[config.mk]
export PLATFORM = sky130hd
export DESIGN_NAME = serial_out_arbiter_flat
export DESIGN_NICKNAME = d
export VERILOG_FILES = /design/src/rtl/serial_out_arbiter_if.sv /design/src/rtl/serial_out_arbiter.sv /design/src/flat_wrapper.sv
export SDC_FILE = /design/constraint.sdc
export NUM_CORES = 1
export LEC_CHECK = 0
export ABC_AREA = 1
export CAP_MARGIN = 20
export CORE_ASPECT_RATIO = 0.7
export CORE_MARGIN = 5
export CORE_UTILIZATION = 45
export CTS_CLUSTER_SIZE = 12
export DETAILED_ROUTE_END_ITERATION = 10
export GPL_TIMING_DRIVEN = 0
export HOLD_SLACK_MARGIN = 0.08
export PLACE_DENSITY = 0.71
export RECOVER_POWER = 100
export SYNTH_ARGS = -nofsm -noshare
export SYNTH_HDL_FRONTEND = slang
export SYNTH_SLANG_ARGS = --single-unit
[constraint.sdc]
create_clock -name clk_100mhz -period 1.81 [get_ports clk_100mhz]
set_input_delay 0.362 -clock clk_100mhz [delete_from_list [all_inputs] [get_ports clk_100mhz]]
set_output_delay 0.362 -clock clk_100mhz [all_outputs]
set_load 0.02 [all_outputs]
[src/rtl/serial_out_arbiter_if.sv]
// Frame request/acknowledge bundle between the display drivers and serial_out_arbiter.
// master: driver side (segment and LED drivers); slave: the arbiter.
interface serial_out_arbiter_if #(
  parameter int unsigned SEG_BITS = 64,
  parameter int unsigned LED_BITS = 16
);
  logic                seg_req;
  logic [SEG_BITS-1:0] seg_data;
  logic                seg_ack;
  logic                led_req;
  logic [LED_BITS-1:0] led_data;
  logic                led_ack;
  logic                busy;

  modport master (
    output seg_req, seg_data, led_req, led_data,
    input  seg_ack, led_ack, busy
  );

  modport slave (
    input  seg_req, seg_data, led_req, led_data,
    output seg_ack, led_ack, busy
  );
endinterface

[src/rtl/serial_out_arbiter.sv]
// Shared serial shift engine for the 7-segment and LED shift-register chains.
// Arbitrates frame requests from both drivers and shifts one frame at a time, MSB first.
// Optional macro SERIAL_ARB_SEG_PRIORITY_EN: fixed priority (SEG always wins a tie);
// when undefined, ties are resolved round-robin.
module serial_out_arbiter #(
  parameter int unsigned DIV      = 2,
  parameter int unsigned SEG_BITS = 64,
  parameter int unsigned LED_BITS = 16
) (
  input  logic                 clk_100mhz,
  input  logic                 rst,
  serial_out_arbiter_if.slave  bus,
  output logic                 SEGCLK,
  output logic                 SEGDT,
  output logic                 SEGEN,
  output logic                 SEGCLR,
  output logic                 LEDCLK,
  output logic                 LEDDT,
  output logic                 LEDEN,
  output logic                 LEDCLR
);

  localparam int unsigned DivW = $clog2(2 * DIV) + 1;
  localparam int unsigned BitW = $clog2(SEG_BITS) + 1;

  localparam logic [DivW-1:0] BitEnd   = DivW'(2 * DIV - 1);
  localparam logic [DivW-1:0] LatchEnd = DivW'(DIV - 1);
  localparam logic [DivW-1:0] DivHalf  = DivW'(DIV);
  localparam logic [BitW-1:0] SegLast  = BitW'(SEG_BITS - 1);
  localparam logic [BitW-1:0] LedLast  = BitW'(LED_BITS - 1);

  typedef enum logic [1:0] {StIdle, StLoad, StShift, StLatch} state_e;

  state_e              state_q, state_d;
  logic                act_led_q, act_led_d;   // channel being served (1 = LED)
  logic                last_led_q, last_led_d; // channel served last (1 = LED)
  logic [DivW-1:0]     div_q, div_d;
  logic [BitW-1:0]     bit_q, bit_d;
  logic [SEG_BITS-1:0] shreg_q, shreg_d;

  logic seg_clk_q, seg_dt_q, seg_en_q, led_clk_q, led_dt_q, led_en_q, clr_q;
  logic seg_clk_d, seg_dt_d, seg_en_d, led_clk_d, led_dt_d, led_en_d;
  logic seg_ack_q, led_ack_q, busy_q;
  logic seg_ack_d, led_ack_d, busy_d;
  logic pick_led;

  // Arbitration winner for the current IDLE cycle.
`ifdef SERIAL_ARB_SEG_PRIORITY_EN
  assign pick_led = bus.led_req && !bus.seg_req;
`else
  assign pick_led = bus.led_req && (!bus.seg_req || !last_led_q);
`endif

  // Next-state logic: arbitration, frame load, bit timing and latch pulse.
  always_comb begin
    state_d    = state_q;
    act_led_d  = act_led_q;
    last_led_d = last_led_q;
    div_d      = div_q;
    bit_d      = bit_q;
    shreg_d    = shreg_q;
    unique case (state_q)
      StIdle: begin
        if (bus.seg_req || bus.led_req) begin
          state_d   = StLoad;
          act_led_d = pick_led;
        end
      end
      StLoad: begin
        // LED frame is left-aligned so both channels shift out of the same MSB.
        shreg_d = act_led_q ? {bus.led_data, {(SEG_BITS - LED_BITS){1'b0}}} : bus.seg_data;
        div_d   = '0;
        bit_d   = '0;
        state_d = StShift;
      end
      StShift: begin
        if (div_q == BitEnd) begin
          div_d   = '0;
          shreg_d = {shreg_q[SEG_BITS-2:0], 1'b0};
          if (bit_q == (act_led_q ? LedLast : SegLast)) begin
            state_d = StLatch;
          end else begin
            bit_d = bit_q + 1'b1;
          end
        end else begin
          div_d = div_q + 1'b1;
        end
      end
      StLatch: begin
        if (div_q == LatchEnd) begin
          div_d      = '0;
          state_d    = StIdle;
          last_led_d = act_led_q;
        end else begin
          div_d = div_q + 1'b1;
        end
      end
      default: state_d = StIdle;
    endcase
  end

  // Pin/ack values derived from next state so the registered pins line up with state_q.
  always_comb begin
    seg_clk_d = 1'b0;
    seg_dt_d  = 1'b0;
    seg_en_d  = 1'b0;
    led_clk_d = 1'b0;
    led_dt_d  = 1'b0;
    led_en_d  = 1'b0;
    if (state_d == StShift) begin
      seg_clk_d = !act_led_d && (div_d >= DivHalf);
      seg_dt_d  = !act_led_d && shreg_d[SEG_BITS-1];
      led_clk_d = act_led_d && (div_d >= DivHalf);
      led_dt_d  = act_led_d && shreg_d[SEG_BITS-1];
    end
    if (state_d == StLatch) begin
      seg_en_d = !act_led_d;
      led_en_d = act_led_d;
    end
    seg_ack_d = (state_d == StLoad) && !act_led_d;
    led_ack_d = (state_d == StLoad) && act_led_d;
    busy_d    = (state_d != StIdle);
  end

  // State and output registers with synchronous reset.
  always_ff @(posedge clk_100mhz) begin
    if (rst) begin
      state_q    <= StIdle;
      act_led_q  <= 1'b0;
      last_led_q <= 1'b1;
      div_q      <= '0;
      bit_q      <= '0;
      shreg_q    <= '0;
      seg_clk_q  <= 1'b0;
      seg_dt_q   <= 1'b0;
      seg_en_q   <= 1'b0;
      led_clk_q  <= 1'b0;
      led_dt_q   <= 1'b0;
      led_en_q   <= 1'b0;
      clr_q      <= 1'b0;
      seg_ack_q  <= 1'b0;
      led_ack_q  <= 1'b0;
      busy_q     <= 1'b0;
    end else begin
      state_q    <= state_d;
      act_led_q  <= act_led_d;
      last_led_q <= last_led_d;
      div_q      <= div_d;
      bit_q      <= bit_d;
      shreg_q    <= shreg_d;
      seg_clk_q  <= seg_clk_d;
      seg_dt_q   <= seg_dt_d;
      seg_en_q   <= seg_en_d;
      led_clk_q  <= led_clk_d;
      led_dt_q   <= led_dt_d;
      led_en_q   <= led_en_d;
      clr_q      <= 1'b1;
      seg_ack_q  <= seg_ack_d;
      led_ack_q  <= led_ack_d;
      busy_q     <= busy_d;
    end
  end

  assign SEGCLK      = seg_clk_q;
  assign SEGDT       = seg_dt_q;
  assign SEGEN       = seg_en_q;
  assign SEGCLR      = clr_q;
  assign LEDCLK      = led_clk_q;
  assign LEDDT       = led_dt_q;
  assign LEDEN       = led_en_q;
  assign LEDCLR      = clr_q;
  assign bus.seg_ack = seg_ack_q;
  assign bus.led_ack = led_ack_q;
  assign bus.busy    = busy_q;

endmodule
[src/flat_wrapper.sv]
// flat-port wrapper written by rule: the top's interface ports become plain ports
module serial_out_arbiter_flat 
#(
  parameter int unsigned DIV      = 2,
  parameter int unsigned SEG_BITS = 64,
  parameter int unsigned LED_BITS = 16
)
  (clk_100mhz, rst, SEGCLK, SEGDT, SEGEN, SEGCLR, LEDCLK, LEDDT, LEDEN, LEDCLR, bus_seg_req, bus_seg_data, bus_led_req, bus_led_data, bus_seg_ack, bus_led_ack, bus_busy);
  serial_out_arbiter_if #(.SEG_BITS(SEG_BITS), .LED_BITS(LED_BITS)) bus_i ();
  input  logic clk_100mhz;
  input  logic rst;
  output logic SEGCLK;
  output logic SEGDT;
  output logic SEGEN;
  output logic SEGCLR;
  output logic LEDCLK;
  output logic LEDDT;
  output logic LEDEN;
  output logic LEDCLR;
  input wire logic [$bits(bus_i.seg_req)-1:0] bus_seg_req;
  input wire logic [$bits(bus_i.seg_data)-1:0] bus_seg_data;
  input wire logic [$bits(bus_i.led_req)-1:0] bus_led_req;
  input wire logic [$bits(bus_i.led_data)-1:0] bus_led_data;
  output wire logic [$bits(bus_i.seg_ack)-1:0] bus_seg_ack;
  output wire logic [$bits(bus_i.led_ack)-1:0] bus_led_ack;
  output wire logic [$bits(bus_i.busy)-1:0] bus_busy;
  assign bus_i.seg_req = bus_seg_req;
  assign bus_i.seg_data = bus_seg_data;
  assign bus_i.led_req = bus_led_req;
  assign bus_i.led_data = bus_led_data;
  assign bus_seg_ack = bus_i.seg_ack;
  assign bus_led_ack = bus_i.led_ack;
  assign bus_busy = bus_i.busy;
  serial_out_arbiter #(.DIV(DIV), .SEG_BITS(SEG_BITS), .LED_BITS(LED_BITS)) u_core (.clk_100mhz(clk_100mhz), .rst(rst), .bus(bus_i), .SEGCLK(SEGCLK), .SEGDT(SEGDT), .SEGEN(SEGEN), .SEGCLR(SEGCLR), .LEDCLK(LEDCLK), .LEDDT(LEDDT), .LEDEN(LEDEN), .LEDCLR(LEDCLR));
endmodule
Yosys cells after proc, flatten, opt, wreduce, memory -nomap -nowiden
Index checks and enable logic that the tools add are counted.
{"block": "word_totals", "register_bits": 88, "inputBits": 84, "wordCells": 71}
{"block": "classes", "addsub": 2, "magnitude_cmp": 1, "n_eq_ne": 11, "n_mux": 18, "bitwise_logic": 2, "reduce_logical": 20}
{"operator": "2-to-1 mux 64 bit", "count": 2}
{"operator": "one-hot mux 64 bit (2 select lines)", "count": 1}
{"operator": "2-to-1 mux 7 bit", "count": 2}
{"operator": "one-hot mux 7 bit (2 select lines)", "count": 1}
{"operator": "one-hot mux 3 bit (3 select lines)", "count": 1}
{"operator": "equality test 2 bit, second input constant", "count": 4}
{"operator": "2-to-1 mux 2 bit", "count": 4}
{"operator": "one-hot mux 2 bit (4 select lines)", "count": 1}
{"operator": "adder 7 x 1 -> 7 bit, second input constant", "count": 1}
{"operator": "equality test 7 bit", "count": 1}
{"operator": "logical AND 1 bit", "count": 7}
{"operator": "2-to-1 mux 3 bit", "count": 2}
{"operator": "2-to-1 mux 6 bit", "count": 1}
{"operator": "equality test 2 x 1 -> 1 bit, second input constant", "count": 2}
{"operator": "AND reduction 2 bit", "count": 2}
{"operator": "nonzero test 2 bit", "count": 2}
{"operator": "OR reduction 2 bit", "count": 2}
{"operator": "adder 3 x 1 -> 3 bit, second input constant", "count": 1}
{"operator": "equality test 3 x 1 -> 1 bit, second input constant", "count": 1}
{"operator": "equality test 3 x 2 -> 1 bit, second input constant", "count": 1}
{"operator": "greater-or-equal comparator 3 x 2 -> 1 bit, second input constant", "count": 1}
{"operator": "logical NOT 1 bit", "count": 3}
{"operator": "2-to-1 mux 1 bit", "count": 3}
{"operator": "AND reduction 3 bit", "count": 1}
{"operator": "5 further kinds", "count": 7}

Depth between registers and ports, before layout
Gate-level depths: netlist (run 1).
{"block": "depth", "depth_word": 8, "depth_mapped": 12}

Worst setup path after synthesis (run 1)
Ideal clock, no wire load.
{"block": "synth_timing", "path_type": "register -> register", "startpoint": "reg u_core.state_q[0]", "endpoint": "reg u_core.shreg_q[10]", "arrival_ns": 1.579, "required_time_ns": 1.740, "setup_slack_ns": 0.161, "path_stages_with_launch": 11, "period_less_slack_ns": 1.649, "path_cell_list": "dfxtp_1 > inv_1 > ha_1 > buf_6 > inv_6 > or2_4 > nand2_4 > a21oi_4 > buf_6 > nand2_1 > a21oi_1"}
{"block": "synth_between", "elab_chain_len": 3}
{"item": "start, declared", "line_no": "serial_out_arbiter.sv:34", "rtl": "state_e state_q, state_d;"}
{"item": "start signal, assigned", "line_no": "serial_out_arbiter.sv:128", "rtl": "state_q <= StIdle;"}
{"item": "start signal, assigned", "line_no": "serial_out_arbiter.sv:145", "rtl": "state_q <= state_d;"}
{"item": "equality test 2 bit / equality test 2 x 1 -> 1 bit (equally long branches)", "line_no": "serial_out_arbiter.sv:62", "rtl": "unique case (state_q)"}
{"item": "inequality test 2 x 1 -> 1 bit (no line) / nonzero test 2 bit (equally long branches)"}
{"item": "AND reduction 2 bit (no line)"}
{"item": "end signal, assigned", "line_no": "serial_out_arbiter.sv:150", "rtl": "shreg_q <= shreg_d;"}
{"item": "end, declared", "line_no": "serial_out_arbiter.sv:39", "rtl": "logic [SEG_BITS-1:0] shreg_q, shreg_d;"}
Several ways; a longest one is shown, not always the timed one.
A chain may end at the register's enable or synchronous reset.

Final worst setup path (run 1)
{"block": "layout_timing", "startpoint": "reg u_core.div_q[0]", "endpoint": "reg u_core.shreg_q[11]"}
{"block": "layout_between", "elab_chain_len": 3}
{"item": "start, declared", "line_no": "serial_out_arbiter.sv:37", "rtl": "logic [DivW-1:0] div_q, div_d;"}
{"item": "start signal, assigned", "line_no": "serial_out_arbiter.sv:148", "rtl": "div_q <= div_d;"}
{"item": "equality test 3 x 2 -> 1 bit", "line_no": "serial_out_arbiter.sv:77", "rtl": "if (div_q == BitEnd) begin"}
{"item": "inequality test 2 x 1 -> 1 bit (no line)"}
{"item": "AND reduction 2 bit (no line)"}
Every way passes these cells.

==> metrics.txt, run 1 <==
Synth Cell Area=4222 um^2; Final Max Slew Viols=0; nets=781; Yosys top cell by area=dfxtp_1; largest family of logic cells by synthesized area=compound AO/OA/AOI/OAI gates; sequential share of the synthesized area=41.73%; sw frac=25.90%; CP max FO=10; Max-slew headroom=61.90%; syn avg cell area=7.367 um^2; xor and xnor area share after synthesis=0.4149%; # setup viols final=0; detailed placement HPWL=8188 um; Initial Util=46.35%; Worst-path clk slew=0.06 ns; adder-cell area share of the yosys netlist=2.964%; Hold-fix buffers, CTS=0; GRT Overall Usage=19.70%; Clock Latency Late Sink=0.34 ns; asr flop ratio synth=0%; htree depth=3; critical path's largest stage delay=0.34 ns; Cell variety after synth=33; TritonCTS buffer count=9; Worst EP arrival=1.95 ns; GRT overflow=0; mux share of post-synthesis cell area=0%; P&R area growth vs syn=38.44%; Post-synth EDFFs=0; Top-Level Pins=95; clock sinks=88; fraction of layout cells with a size suffix above 1=11.27%; first-pass GRT wire length=18880 um; kind of critical path=register to register; CTS tree=yes; Logic pwr share=20.2%; maximum clock path buffer count=2; post-synthesis cell count=573; die height=91.04 um; Synth top area share=41.73%; predominant post-synthesis flop cell=dfxtp_1; initial drt markers=315; number of placement rows=29; placer congestion estimate=0.8510; HP Class=register to register; Fmax=572.2 MHz; RSZ-0062 raised after global routing=true; Max Clock Skew=0.008007 ns; setup TNS=0 ns; Max IR drop VDD=0.0004749 V; fin cells=816; Port Buffers=94; slew at the pin closest to its max-slew limit=0.5716 ns; Hold Fails Final Rpt=0; Root Buffer Master=clkbuf_16; crit path time final=1.748 ns; first drt pass iteration count=4; drt wl/cell=14.17 um; Area contributors post-synth=dfxtp_1 (42%), nand2_1 (16%), a22o_1 (9.8%); Synth Net Count=667; Cell Count Post-Placement=791; pre-CTS WS=-0.2557 ns; vias in the first global route=3972; crit share post-route=96.56%; max-capacitance violation count=0; crit start category=register; Yosys reg bits=88; width of the chip=125.8 um; clock power share=40.8%; DR vias=4234; cells along the critical path=ha_1, ha_2, or2_4, nand2_4, a21oi_4, buf_12, buf_6, nand2_1, a21oi_2; core box area=9107 um^2; Via density=5.189; Final Worst Setup Slack=0.06231 ns; post-synthesis simple-gate area fraction=23.56%; sequential power share=39.0%; Yosys Warn Count=0; status=finished, final reports clean; CP required=2.01 ns; Pleak=2.240 nW; Post-route DRC=0; antenna violations before repair=0; CP Capture Type=register; ANT cells=0; Worst path slowest cell=dfxtp_2; Psw=1.359 mW; antenna viol nets, final=0; final WL=11560 um; Pwr Density=897.9 nW/um^2; Synth Area in Compound Gates=24.07%; die area=11450 um^2; Int Pwr=3.889 mW; largest net degree at the start of global routing=15
-- timing repair --
item | in CTS | in global routing
endpoints found under the hold margin | 0 | 0
cloned | 0 | 3
resized for setup | 11 | 52
endpoints found under the setup margin | 65 | 76
setup buffers | 2 | 4
pin swaps | 0 | 2
-- path summary, 6_finish.rpt --
path,startpoint,to,slack [ns],cells after the start
worst max-delay path,u_core.div_q[0],u_core.shreg_q[11],0.06,9
worst min-delay path,u_core.shreg_q[28],u_core.shreg_q[28],0.46,2
worst max register to register,u_core.div_q[0],u_core.shreg_q[11],0.06,9
worst min register to register,u_core.shreg_q[28],u_core.shreg_q[28],0.46,2
-- critical path, delay by kind of cell, from the launching register on --
family	cells	cell delay (ns)
fa+ha+maj	2	0.43
simple gates	3	0.45
compound gates	2	0.10
flops	1	0.34
buf+inv	2	0.27
-- state kept, by name, indices dropped and copies added (netlist names), 2 cells and up --
signal and flops:
u_core.shreg_q 64, u_core.state_q 2, u_core.bit_q 7, u_core.div_q 3
-- layer usage --
metal	wire length, um	share of wire [%]	global-route usage (%)
met3	717	6.2	6.628
met2	5052	44	29.67
met1	5671	49	27.69
met4	122	1.1	3.929
met5	0	0	0
-- cell usage after synthesis, drive strengths merged (3+ instances only) --
cell type    n
nand2      183
a22o        47
nor2        45
nand4        5
clkbuf      18
buf         19
dfxtp       88
o21ai       38
inv         24
a21oi       73
nand3       10
ha          10
or2          3
-- power by group through the flow --
| stage | clock network (mW) | registers (mW) | logic, mW |
|---|---|---|---|
| 2_1_floorplan | 0 | 2.09 | 0.566 |
| 4_1_cts | 2.18 | 2.05 | 0.986 |
| 5_1_grt | 2.26 | 2.06 | 1.16 |
| 3_5_place_dp | 0 | 2.09 | 0.950 |
| 3_3_place_gp | 0 | 2.08 | 0.938 |
| 6_report | 2.14 | 2.05 | 1.06 |
-- cells by family after synthesis --
logic type,Yosys count
AO/OA/AOI/OAI,163
XOR/XNOR,2
adder cells (fa/ha/maj),10
buffers and inverters,61
flip-flops,88
AND/OR/NAND/NOR,249
-- final cells by class --
type                       count  area (um^2)
fill                         852         3263
multi-input combinational    424         2185
sequential                    88         1769
timing repair buffer         101        999.7
buffer                        37        276.5
clock buffer                  11        242.7
tap                          124        155.1
clock inverter                 5        103.9
inverter                      24        97.59
timing repair inverter         2        15.01
-- layout by cell type (no fill, tap or decap), drive strengths merged --
cell type	n
nand2	183
dfxtp	88
clkdlybuf4s50	84
a21oi	73
a22o	47
nor2	45
o21ai	38
buf	28
clkbuf	27
inv	24
nand3	10
dlygate4sd3	10
ha	10
nand4	5
bufinv	3
or2	3
clkinvlp	2
clkinv	2
a21boi	1
a22oi	1
o22ai	1
o311ai	1
nor3b	1
nor3	1
xor2	1
xnor2	1
and2	1
a211oi	1
-- stage by stage --
stage	power, mW	hold WS, ns	area (um^2)	utilization (%)
6_report	5.248	0.4649	5844	64.17
5_1_grt	5.477	0.4737	5844	64.17
4_1_cts	5.208	0.4671	5715	62.76
3_5_place_dp	3.037	0.4577	5318	58.39
3_3_place_gp	3.022	0.4517	5318	58.39
2_1_floorplan	2.658	0.4417	4222	-
(Power assumes the default switching activity.)
==> inputs of run 2 (changes only) <==
--- a/config.mk
+++ b/config.mk
@@ -16,6 +16,7 @@
 export HOLD_SLACK_MARGIN = 0.08
 export PLACE_DENSITY = 0.71
 export RECOVER_POWER = 100
+export REMOVE_ABC_BUFFERS = 1
 export SYNTH_ARGS = -nofsm -noshare
 export SYNTH_HDL_FRONTEND = slang
 export SYNTH_SLANG_ARGS = --single-unit
==> run 2 against run 1 <==
Setup slack worse by 0.019 ns. Non-clock buffer count is 28 lower. Hold slack improved by 0.0010 ns. Clock-buffer cell count rose by 1. Clock power fell by 14%. First-iteration DRC count is 28% higher. Critical endpoint is now u_core.shreg_q[1]. Largest power group is now sequential cells.
==> metrics.txt, run 2 (synthesis results as in run 1) <==
Int Pwr=3.610 mW (-7.2%); width of the chip=125.8 um (unchanged); kind of critical path=register to register; max reg flops=64 (unchanged); CP max FO=9 (-1); maximum clock path buffer count=2 (unchanged); Final Worst Setup Slack=0.04334 ns (-0.01897 ns); Logic pwr share=22.2% (+2.0 points); Psw=1.399 mW (+2.9%); drt wl/cell=15.81 um (+12%); HP Class=register to register; Final Max Slew Viols=0 (unchanged); GRT overflow=0 (unchanged); DR vias=4239 (+0.12%); fin cells=792 (-2.9%); origin of the critical flop-to-flop path=u_core.state_q[0]; final core utilization=63.77% (-0.40 points); fraction of layout cells with a size suffix above 1=10.18% (-1.1 points); final WL=12520 um (+8.3%); pre-CTS WS=-0.9117 ns (-0.6560 ns); die area=11450 um^2 (unchanged); # setup viols final=0 (unchanged); largest reg by FF count=u_core.shreg_q; Pwr Total=5.009 mW (-4.6%); hold path start=u_core.shreg_q[51]; cell area after placement=5141 um^2 (-3.3%); GRT Overall Usage=20.79% (+1.1 points); CTS tree=yes; crit start category=register; Worst EP arrival=1.95 ns (about the same); first-pass GRT wire length=19950 um (+5.7%); Initial Util=46.35% (unchanged); first drt pass iteration count=5 (+1); hold path depth=2 (unchanged); Reg-to-Reg End=u_core.shreg_q[1]; Root Buffer Master=clkbuf_16; slew at the pin closest to its max-slew limit=0.8736 ns (+0.3020 ns); Max Clock Skew=0.01320 ns (+0.005194 ns); sequential power share=41.2% (+2.2 points); largest net degree at the start of global routing=43 (+28); detailed placement HPWL=6767 um (-17%); Worst-path clk slew=0.06 ns (about the same); Worst Hold Path EP=u_core.shreg_q[51]; Clock Latency Late Sink=0.34 ns (about the same); status=finished, final reports clean; CP required=1.99 ns (-0.02 ns); most frequent cells in the layout=nand2_1 (179), clkdlybuf4s50_1 (93), dfxtp_1 (85); core box area=9107 um^2 (unchanged); setup TNS=0 ns (unchanged); commonest non-fill, non-tap cell in the layout=nand2_1; die height=91.04 um (unchanged); Post-route DRC=0 (unchanged); clock power share=36.6% (-4.2 points); clock sinks=88 (unchanged); Fmax=566.0 MHz (-1.1%); number of placement rows=29 (unchanged); r2r setup slk=0.04 ns (-0.02 ns); crit share post-route=97.61% (+1.0 points); vias in the first global route=4104 (+3.3%); htree depth=3 (unchanged); P&R area growth vs syn=37.58%; fin area=5808 um^2 (-0.62%); nets=758 (-2.9%); Top-Level Pins=95 (unchanged); antenna violations before repair=0 (unchanged); Cell Count Post-Placement=756 (-4.4%); CP Capture Type=register; sw frac=27.93% (+2.0 points); crit path time final=1.767 ns (+0.01897 ns); max-capacitance violation count=0 (unchanged); Hold Fails Final Rpt=0 (unchanged); placer congestion estimate=0.8354 (-1.8%); Pleak=2.149 nW (-4.0%); initial drt markers=403 (+28%); Max-slew headroom=41.76% (-20 points); ANT cells=0 (unchanged); Port Buffers=94 (unchanged); antenna viol nets, final=0 (unchanged); worst reg2reg path depth=10 (+1); Min Hold Slack=0.4659 ns (+0.001047 ns); Pwr Density=862.4 nW/um^2 (-4.0%); Via density=5.352 (+3.2%); TritonCTS buffer count=9 (unchanged); top flop regs=u_core.shreg_q x64, u_core.bit_q x7, u_core.div_q x3; Max IR drop VDD=0.0005797 V (+22%)
[run 2: cell types whose count changed in the layout (fill, tap and decap cells not counted), moves of 4 or more]
cell | previous run | this run
buf_6 | 13 | 2
clkbuf_1 | 12 | 2
dlygate4sd3_1 | 10 | 0
clkdlybuf4s50_1 | 84 | 93
buf_2 | 7 | 1
ha_1 | 8 | 3
inv_6 | 1 | 5
[run 2: worst max-delay path by stage]
stage	startpoint	end	slack [ns]
6_report	u_core.state_q[0]	u_core.shreg_q[1]	0.04
2_1_floorplan	u_core.state_q[0]	u_core.shreg_q[10]	-0.33
3_3_place_gp	rst	u_core.LEDEN	-2.21
3_5_place_dp	u_core.state_q[0]	u_core.SEGDT	-0.91
5_1_grt	u_core.state_q[0]	u_core.shreg_q[22]	-0.03
4_1_cts	u_core.div_q[0]	u_core.SEGDT	0.01
[run 2: final cells by class]
type	instances	area, um^2
Tap cell	124	155.1
Inverter	24	142.6
Clock inverter	3	42.54
Clock buffer	12	246.5
Sequential cell	88	1770
Fill cell	801	3299
Timing Repair Buffer	110	1136
Multi-Input combinational cell	428	2288
Timing Repair inverter	3	26.28
[run 2: routing by layer]
metal  vias to the layer above  routed length (um)  track usage (%)
met5                         -                   0                0
li1                       2104                   -                -
met4                         0                 112            4.554
met2                       164                5690            33.27
met3                        12                 947            6.921
met1                      1959                5773            27.54
[run 2: repair_timing]
action,4_1_cts,5_1_grt
pin swaps,3,2
cloned,6,4
resized for setup,27,15
hold buffers,0,0
setup endpoints to repair,81,75
setup buffers,4,7
[run 2: critical path, stage by stage, from the launching register on]
cell	delay, ns
dfxtp_4	0.37
inv_2	0.11
ha_4	0.21
inv_6	0.07
or2_4	0.26
nand2_8	0.10
a21oi_4	0.05
buf_12	0.15
clkbuf_16	0.16
nand2_1	0.06
a21oi_1	0.05
[run 2: power groups by stage]
stage | logic [mW] | clock network (mW) | registers, mW
2_1_floorplan | 0.466 | 0 | 2.10
5_1_grt | 1.21 | 1.95 | 2.07
6_report | 1.11 | 1.83 | 2.06
3_5_place_dp | 0.872 | 0 | 2.10
4_1_cts | 0.994 | 1.86 | 2.06
3_3_place_gp | 0.851 | 0 | 2.10
